File: config.mk
export PLATFORM = sky130hd
export DESIGN_NAME = amp_cfg_sched
export DESIGN_NICKNAME = d
export VERILOG_FILES = /design/src/rtl/amp_cfg_sched_pkg.sv /design/src/rtl/cfg_shadow_regs.sv /design/src/rtl/amp_cfg_sched.sv
export SDC_FILE = /design/constraint.sdc
export NUM_CORES = 1
export LEC_CHECK = 0
export CORE_MARGIN = 10
export CORE_UTILIZATION = 48
export DETAILED_ROUTE_END_ITERATION = 16
export PLACE_DENSITY = 0.74
export SLEW_MARGIN = 20
export SYNTH_ARGS = -nofsm -noshare
export SYNTH_HDL_FRONTEND = slang
export SYNTH_HIERARCHICAL = 1
export SYNTH_SLANG_ARGS = --single-unit
File: constraint.sdc
create_clock -name clk -period 1.9 [get_ports clk]
set_clock_uncertainty 0.15 [all_clocks]
set_input_delay 0.285 -clock clk [delete_from_list [all_inputs] [get_ports clk]]
set_output_delay 0.285 -clock clk [all_outputs]
set_load 0.05 [all_outputs]
File: src/rtl/amp_cfg_sched_pkg.sv
// rtl/amp_cfg_sched_pkg.sv - shared constants, state enum and config record for amp_cfg_sched
package amp_cfg_sched_pkg;

  localparam logic [2:0] ADDR_START = 3'd0;
  localparam logic [2:0] ADDR_END   = 3'd1;
  localparam logic [2:0] ADDR_LDLY  = 3'd2;
  localparam logic [2:0] ADDR_OPM   = 3'd3;
  localparam logic [2:0] ADDR_CDAC  = 3'd4;
  localparam logic [2:0] ADDR_IIR   = 3'd5;
  localparam logic [2:0] ADDR_FLAGS = 3'd6;
  localparam logic [2:0] ADDR_RSVD  = 3'd7;

  localparam logic [1:0] OPM_SAMPLE = 2'd0;
  localparam logic [1:0] OPM_CONST  = 2'd1;
  localparam logic [1:0] OPM_ZERO   = 2'd2;

  localparam logic [4:0] LDELAY_MAX = 5'd17;

  typedef enum logic [1:0] {
    ST_IDLE,
    ST_CHECK,
    ST_WAIT_QUIET,
    ST_APPLY
  } state_t;

  typedef struct packed {
    logic [9:0]         start_proc;
    logic [9:0]         end_proc;
    logic [4:0]         ldelay;
    logic [1:0]         op_mode;
    logic signed [12:0] const_dac;
    logic signed [6:0]  iir_tap;
    logic               feedfwd_en;
    logic               dac_clk_phase;
    logic               use_strobes;
  } cfg_t;

  localparam logic [9:0]         RST_START_PROC = 10'd0;
  localparam logic [9:0]         RST_END_PROC   = 10'd1023;
  localparam logic [4:0]         RST_LDELAY     = 5'd0;
  localparam logic signed [12:0] RST_CONST_DAC  = 13'sd0;
  localparam logic signed [6:0]  RST_IIR_TAP    = 7'sd0;

  localparam cfg_t CFG_RST = '{
    start_proc:    RST_START_PROC,
    end_proc:      RST_END_PROC,
    ldelay:        RST_LDELAY,
    op_mode:       OPM_ZERO,
    const_dac:     RST_CONST_DAC,
    iir_tap:       RST_IIR_TAP,
    feedfwd_en:    1'b0,
    dac_clk_phase: 1'b0,
    use_strobes:   1'b0
  };

  // A window must be non-empty and the loop delay within the datapath's reach.
  function automatic logic cfg_valid(input cfg_t c);
    return (c.end_proc > c.start_proc) && (c.ldelay <= LDELAY_MAX);
  endfunction

endpackage

File: src/rtl/cfg_shadow_regs.sv
// rtl/cfg_shadow_regs.sv - shadow configuration file with address decode
module cfg_shadow_regs
  import amp_cfg_sched_pkg::*;
(
  input  logic        clk,
  input  logic        rst_n,
  input  logic        wr_en,
  input  logic [2:0]  wr_addr,
  input  logic [15:0] wr_data,
  input  logic        ff_clr,
  output cfg_t        shadow,
  output logic        rsvd_hit
);

  logic unused_ok;
  assign unused_ok = &{1'b0, wr_data[15:13]};

  assign rsvd_hit = wr_en && (wr_addr == ADDR_RSVD);

  always_ff @(posedge clk or negedge rst_n) begin
    if (!rst_n) begin
      shadow <= CFG_RST;
    end else begin
      if (wr_en) begin
        case (wr_addr)
          ADDR_START: shadow.start_proc <= wr_data[9:0];
          ADDR_END:   shadow.end_proc   <= wr_data[9:0];
          ADDR_LDLY:  shadow.ldelay     <= wr_data[4:0];
          ADDR_OPM:   shadow.op_mode    <= wr_data[1:0];
          ADDR_CDAC:  shadow.const_dac  <= $signed(wr_data[12:0]);
          ADDR_IIR:   shadow.iir_tap    <= $signed(wr_data[6:0]);
          ADDR_FLAGS: begin
            shadow.feedfwd_en    <= wr_data[2];
            shadow.dac_clk_phase <= wr_data[1];
            shadow.use_strobes   <= wr_data[0];
          end
          default: ;
        endcase
      end
      // Abort wins over a coincident flags write so feed-forward cannot be re-armed.
      if (ff_clr) begin
        shadow.feedfwd_en <= 1'b0;
      end
    end
  end

endmodule

File: src/rtl/amp_cfg_sched.sv
// rtl/amp_cfg_sched.sv - pulse-safe commit of shadow configuration to live amplifier registers
module amp_cfg_sched
  import amp_cfg_sched_pkg::*;
#(
  parameter int unsigned GUARD_CYCLES = 16
) (
  input  logic               clk,
  input  logic               rst_n,
  input  logic               wr_valid,
  output logic               wr_ready,
  input  logic [2:0]         wr_addr,
  input  logic [15:0]        wr_data,
  input  logic               commit,
  input  logic               ff_abort,
  input  logic               store_strb,
  output logic [9:0]         start_proc,
  output logic [9:0]         end_proc,
  output logic [4:0]         Ldelay,
  output logic [1:0]         opMode,
  output logic signed [12:0] constDac_val,
  output logic signed [6:0]  IIRtapWeight,
  output logic               use_strobes,
  output logic               DACclkPhase,
  output logic               feedfwd_en,
  output logic               busy,
  output logic               cfg_applied,
  output logic               cfg_err
);

  localparam logic [7:0] GUARD_LAST = 8'(GUARD_CYCLES - 1);

  state_t     state, state_nxt;
  logic [7:0] quiet_cnt, quiet_cnt_nxt;
  cfg_t       shadow, live;
  logic       rsvd_hit;
  logic       wr_en;
  logic       apply_now;
  logic       check_fail;

  assign wr_ready = (state == ST_IDLE);
  assign wr_en    = wr_valid && wr_ready;

  cfg_shadow_regs u_shadow (
    .clk      (clk),
    .rst_n    (rst_n),
    .wr_en    (wr_en),
    .wr_addr  (wr_addr),
    .wr_data  (wr_data),
    .ff_clr   (ff_abort),
    .shadow   (shadow),
    .rsvd_hit (rsvd_hit)
  );

  always_comb begin
    state_nxt     = state;
    quiet_cnt_nxt = '0;
    case (state)
      ST_IDLE: begin
        if (commit) state_nxt = ST_CHECK;
      end
      ST_CHECK: begin
        state_nxt = cfg_valid(shadow) ? ST_WAIT_QUIET : ST_IDLE;
      end
      ST_WAIT_QUIET: begin
        if (!store_strb) begin
          quiet_cnt_nxt = quiet_cnt + 8'd1;
          if (quiet_cnt == GUARD_LAST) state_nxt = ST_APPLY;
        end
      end
      ST_APPLY: begin
        // A pulse starting in the apply cycle defers the load by a full guard period.
        state_nxt = store_strb ? ST_WAIT_QUIET : ST_IDLE;
      end
      default: state_nxt = ST_IDLE;
    endcase
    if (ff_abort) begin
      state_nxt     = ST_IDLE;
      quiet_cnt_nxt = '0;
    end
  end

  assign apply_now  = (state == ST_APPLY) && !store_strb && !ff_abort;
  assign check_fail = (state == ST_CHECK) && !cfg_valid(shadow) && !ff_abort;

  always_ff @(posedge clk or negedge rst_n) begin
    if (!rst_n) begin
      state       <= ST_IDLE;
      quiet_cnt   <= '0;
      live        <= CFG_RST;
      busy        <= 1'b0;
      cfg_applied <= 1'b0;
      cfg_err     <= 1'b0;
    end else begin
      state       <= state_nxt;
      quiet_cnt   <= quiet_cnt_nxt;
      busy        <= (state_nxt != ST_IDLE);
      cfg_applied <= apply_now;
      cfg_err     <= rsvd_hit || check_fail;
      if (apply_now) live <= shadow;
      if (ff_abort) live.feedfwd_en <= 1'b0;
    end
  end

  assign start_proc   = live.start_proc;
  assign end_proc     = live.end_proc;
  assign Ldelay       = live.ldelay;
  assign opMode       = live.op_mode;
  assign constDac_val = live.const_dac;
  assign IIRtapWeight = live.iir_tap;
  assign use_strobes  = live.use_strobes;
  assign DACclkPhase  = live.dac_clk_phase;
  assign feedfwd_en   = live.feedfwd_en;

endmodule

# Word level (Yosys, flattened, before mapping)
# Index checks and enable logic that the tools add are counted.
dict set report op_classes {
  addsub 1
  n_lt_le_gt_ge 2
  n_eq_ne 11
  reduce_logical 25
  muxes 15
}
# operator n
set ops {}
lappend ops {{8-bit 2-to-1 mux} 3}
lappend ops {{2-bit AND reduction} 8}
lappend ops {{3-bit == test, second input constant} 4}
lappend ops {{2-bit 2-to-1 mux} 6}
lappend ops {{10-bit > comparator} 1}
lappend ops {{3-bit 2-to-1 mux} 3}
lappend ops {{8-bit by 1-bit adder with 8-bit output, second input constant} 1}
lappend ops {{8-bit by 4-bit == test with 1-bit output, second input constant} 1}
lappend ops {{2-bit case mux with 4 select lines} 1}
lappend ops {{2-bit nonzero test} 4}
lappend ops {{1-bit logical AND} 7}
lappend ops {{3-bit by 2-bit == test with 1-bit output, second input constant} 2}
lappend ops {{5-bit <= comparator, second input constant} 1}
lappend ops {{2-bit == test, second input constant} 2}
lappend ops {{3-bit by 1-bit == test with 1-bit output, second input constant} 1}
lappend ops {{1-bit zero test} 3}
lappend ops {{3-bit zero test} 1}
lappend ops {{2-bit by 1-bit == test with 1-bit output, second input constant} 1}
lappend ops {{2-bit zero test} 1}
lappend ops {{1-bit 2-to-1 mux} 2}
lappend ops {{1-bit logical OR} 1}
dict set report totals {
  output_inout_bits 54
  reg_bits 113
  elab_cells 77
  input_bits 25
}

# Depth between registers and ports, before layout
dict set report depth {
  word_depth 6
  mapped_depth 6
}

# Cells and area by module
# The synthesis kept the hierarchy.
# mod cells_each n_inst area_per_inst_um2
set by_module_without_submodules {}
lappend by_module_without_submodules {amp_cfg_sched 200 1 3017.9}
lappend by_module_without_submodules {cfg_shadow_regs 113 1 2004.4}

# Least setup slack after synthesis
# No wires, ideal clock.
dict set report synth_timing {
  path_type {reg2reg}
  startpoint {register state[1]}
  endpoint {register, netlist name u_shadow/shadow[12]}
  n_path_buf 1
  setup_slack_ns -0.577
  setup_time_ns 0.125
  path_stages_with_launch 6
  arrival_ns 2.202
  period_less_slack_ns 2.477
  required_ns 1.625
  path_cell_list {dfrtp_1 nor2_1 and2_1 and4bb_4 buf_6 mux2_4}
}
dict set report synth_between {
  elab_chain_len 3
}
# element line_no
set synth_lines {}
lappend synth_lines {{start: declaration} amp_cfg_sched.sv:32} ;# state_t state, state_nxt;
lappend synth_lines {{start signal: assignment} amp_cfg_sched.sv:94} ;# state <= state_nxt;
lappend synth_lines {{2-bit zero test} amp_cfg_sched.sv:40} ;# assign wr_ready = (state == ST_IDLE);
lappend synth_lines {{net wr_ready} amp_cfg_sched.sv:10} ;# output logic wr_ready,
lappend synth_lines {{1-bit logical AND} amp_cfg_sched.sv:41} ;# assign wr_en = wr_valid && wr_ready;
lappend synth_lines {{net wr_en} amp_cfg_sched.sv:36} ;# logic wr_en;
lappend synth_lines {{2-bit AND reduction (no source line)} n/a}
# The timed path passes the listed nets, and every way through them passes these cells.
# A chain may end at the register's enable or synchronous reset.

# Worst setup path in the final report
dict set report layout_timing {
  startpoint {register, netlist name u_shadow/shadow[31]}
  endpoint {register busy}
}
dict set report layout_between {
  elab_chain_len 6
}
# element line_no
set layout_lines {}
lappend layout_lines {{10-bit > comparator} amp_cfg_sched_pkg.sv:58} ;# return (c.end_proc > c.start_proc) && (c.ldelay <= LDELAY_MAX);
lappend layout_lines {{1-bit logical AND} amp_cfg_sched_pkg.sv:58}
lappend layout_lines {{2-bit 2-to-1 mux} amp_cfg_sched.sv:62} ;# state_nxt = cfg_valid(shadow) ? ST_WAIT_QUIET : ST_IDLE;
lappend layout_lines {{2-bit case mux with 4 select lines} amp_cfg_sched.sv:57} ;# case (state)
lappend layout_lines {{2-bit 2-to-1 mux} amp_cfg_sched.sv:76} ;# if (ff_abort) begin
lappend layout_lines {{2-bit nonzero test} amp_cfg_sched.sv:96} ;# busy <= (state_nxt != ST_IDLE);
lappend layout_lines {{end signal: assignment} amp_cfg_sched.sv:96}
lappend layout_lines {{end: declaration} amp_cfg_sched.sv:25} ;# output logic busy,
# No other way between the ends.

==> summary.txt <==
first-pass GRT wire length = 17700 µm
Max Buffers Root-to-Sink = 2
Post-synth EDFFs = 0
CP Launch Type = register
internal power = 6.63 mW
FFs w/ async S/R, synth = 100%
clk root buf = clkbuf_8
Pwr Density = 1350 nW/µm²
met3 routed WL = 568 µm
violated checks = setup timing
slew margin rel. = 76.2%
htree depth = 4
placed instance area = 6100 µm²
worst slack, placed = -222 ps
setup tns final = -173 ps
status = complete, but fails checks
maximum clock rate = 0.497 GHz
Tot Pwr = 9.36 mW
proportion of layout cells with a drive suffix above 1 = 60.9%
Pleak = 3.26 nW
Worst EP required = 2120 ps
area of the mapped netlist = 5020 µm²
Num CTS Buffers = 17
nets = 478
PortBufs = 75
most frequent cells in the layout = dfrtp_1 (91), buf_4 (90), mux2_4 (61)
synthesized flop and latch total = 113
Synthesized Nets = 349
residual DRC count = 0
endpoints failing hold = 0
row count = 37
TritonCTS clock tree = built
post-synthesis sequential area ratio = 56.9%
Crit. End Element = register
Tcrit/Tclk final = 106%
die area = 15000 µm²
Max Cap Violations = 0
final setup vio count = 2
crit path DAT = 2230 ps
final cell count without fillers = 591
post-route ant nets = 0
final HPWL from detailed placement = 7260 µm
vias in the first global route = 3377
die width = 122 µm
met2 wire len = 5680 µm
Mapped Cells = 313
Net Sw Frac = 29.2%
First DRT Iteration DRCs = 133
Die Ht = 122 µm
gr ovfl total = 0
peak supply drop = 0.700 mV
Post-Syn Area per Cell = 16.0 µm²
Clock power frac = 36.5%
top sig layer = met4
ANT cells = 0
Inst Count DP = 556
Wirelength per Cell = 18.7 µm
Starting Density = 48.9%
DR vias/cell = 5.13
GRT Total Usage = 15.3%
HP Class = primary input to async pin
pin count of the biggest net entering global routing = 47
met1 wire length = 4580 µm
commonest non-fill, non-tap cell in the layout = dfrtp_1
GP Congestion = 0.842
TritonCTS Sinks = 113
Via Count = 3034
Yosys warnings = 6
Worst-path clk slew = 60 ps
slew at the pin with the worst max-slew slack = 355 ps
core area = 10300 µm²
Netlist cell types = 48
fin area = 6950 µm²
WL final = 11000 µm
Reg power frac = 34.9%
initial antenna violation count = 0
final worst slack = -111 ps
synth-to-layout area growth = 38.5%
main flop type after synthesis = dfrtp_1
drt first pass iters = 4
I/O Pins = 79
Sw Pwr = 2.73 mW
Slew Limit Fails = 0
critical path class = register to register
RSZ-0062 raised after global routing = yes
clk_lat worst skew = 500 ps
Crit Path Max Fanout = 2
Period minus WS final = 2010 ps
Comb pwr share = 28.6%
==> power groups by stage <==
stage / clock network [mW] / registers (mW) / logic [mW]
global route: 3.62 / 3.33 / 2.84
CTS: 3.47 / 3.26 / 2.51
detailed placement: 0 / 3.28 / 2.31
floorplan: 0 / 3.81 / 0.865
finish: 3.42 / 3.27 / 2.67
global placement: 0 / 3.26 / 2.27
==> cell usage after synthesis, types with 2 or more instances <==
master | n | area, µm²
xnor2_1 | 4 | 35.0
and4_1 | 3 | 26.3
nand2_1 | 2 | 7.51
nand2b_1 | 5 | 31.3
and3_1 | 4 | 25.0
dfstp_2 | 22 | 578
nand4b_1 | 2 | 17.5
nor2_1 | 13 | 48.8
a21oi_1 | 2 | 10.0
nand3_1 | 3 | 15.0
mux2i_1 | 2 | 20.0
mux2_2 | 38 | 428
dfrtp_1 | 91 | 2280
ha_1 | 11 | 138
nor3_1 | 2 | 10.0
mux2_4 | 59 | 886
buf_6 | 2 | 22.5
inv_1 | 12 | 45.0
buf_12 | 6 | 120
xor2_1 | 2 | 17.5
==> worst paths after layout <==
| check | endpoint | cells past startpoint | slack [ps] | from |
|---|---|---|---|---|
| max | busy | 6 | -110 | u_shadow/shadow[31] |
| max reg2reg | busy | 6 | -110 | u_shadow/shadow[31] |
| min | constDac_val[5] | 2 | 70 | rst_n |
| min in group clk | u_shadow/shadow[20] | 2 | 270 | wr_data[10] |
| max in group asynchronous | opMode[1] | 3 | 920 | rst_n |
| min reg2reg | quiet_cnt[0] | 1 | 310 | quiet_cnt[0] |
==> critical path, stage by stage (launching register included) <==
cell	delay, ps
dfstp_2	570
ha_4	210
nor2b_4	130
o211a_4	240
a2111oi_4	300
buf_4	180
o311ai_4	100
==> registers in the layout, indices dropped and copies added (netlist names), 2 cells and up <==
signal	cells
quiet_cnt	8
constDac_val	13
state	2
Ldelay	5
u_shadow/shadow	50
start_proc	10
end_proc	10
IIRtapWeight	7
opMode	2
==> metrics by stage <==
stage	hold WS (ps)	utilization, %
after global placement	51.3	59.3
after floorplan	-161	-
after global routing	81.1	67.7
final	72.4	67.7
after CTS	73.7	66.8
after detailed placement	51.6	59.3
==> final cells by class <==
class                      count  area, µm²
fill                         690       3320
multi-input combinational    177       2170
clock buffer                  22        463
timing repair buffer         120       1070
sequential                   113       2860
tap                          136        170
inverter                      13       48.8
clock inverter                10        181
==> per-layer routing <==
| layer | up-vias | track usage [%] |
|---|---|---|
| li1 | 1376 | - |
| met1 | 1563 | 18.0 |
| met2 | 78 | 25.7 |
| met3 | 17 | 4.87 |
| met4 | 0 | 5.67 |
| met5 | - | 0 |
==> cells by family (layout without fill, tap and decap cells) <==
kind of cell,count (synthesis),in the layout,share of synthesized area (%)
muxes,100,100,26.8
buffers and inverters,23,165,4.04
adders and majority gates,11,11,2.74
AOI/OAI and AO/OA,13,13,2.22
and+or+nand+nor,47,47,6.33
xor gates and xnor gates,6,6,1.05
DFF,113,113,56.9
==> repair_timing <==
item | CTS | global route
endpoints found under the setup margin | 10 | 3
hold buffers | 1 | 0
gates resized for setup | 18 | 10
pin swaps | 10 | 8
buffers inserted | 0 | 3
endpoints found under the hold margin | 91 | 0
Note: power is estimated with default switching activity, not from simulation.
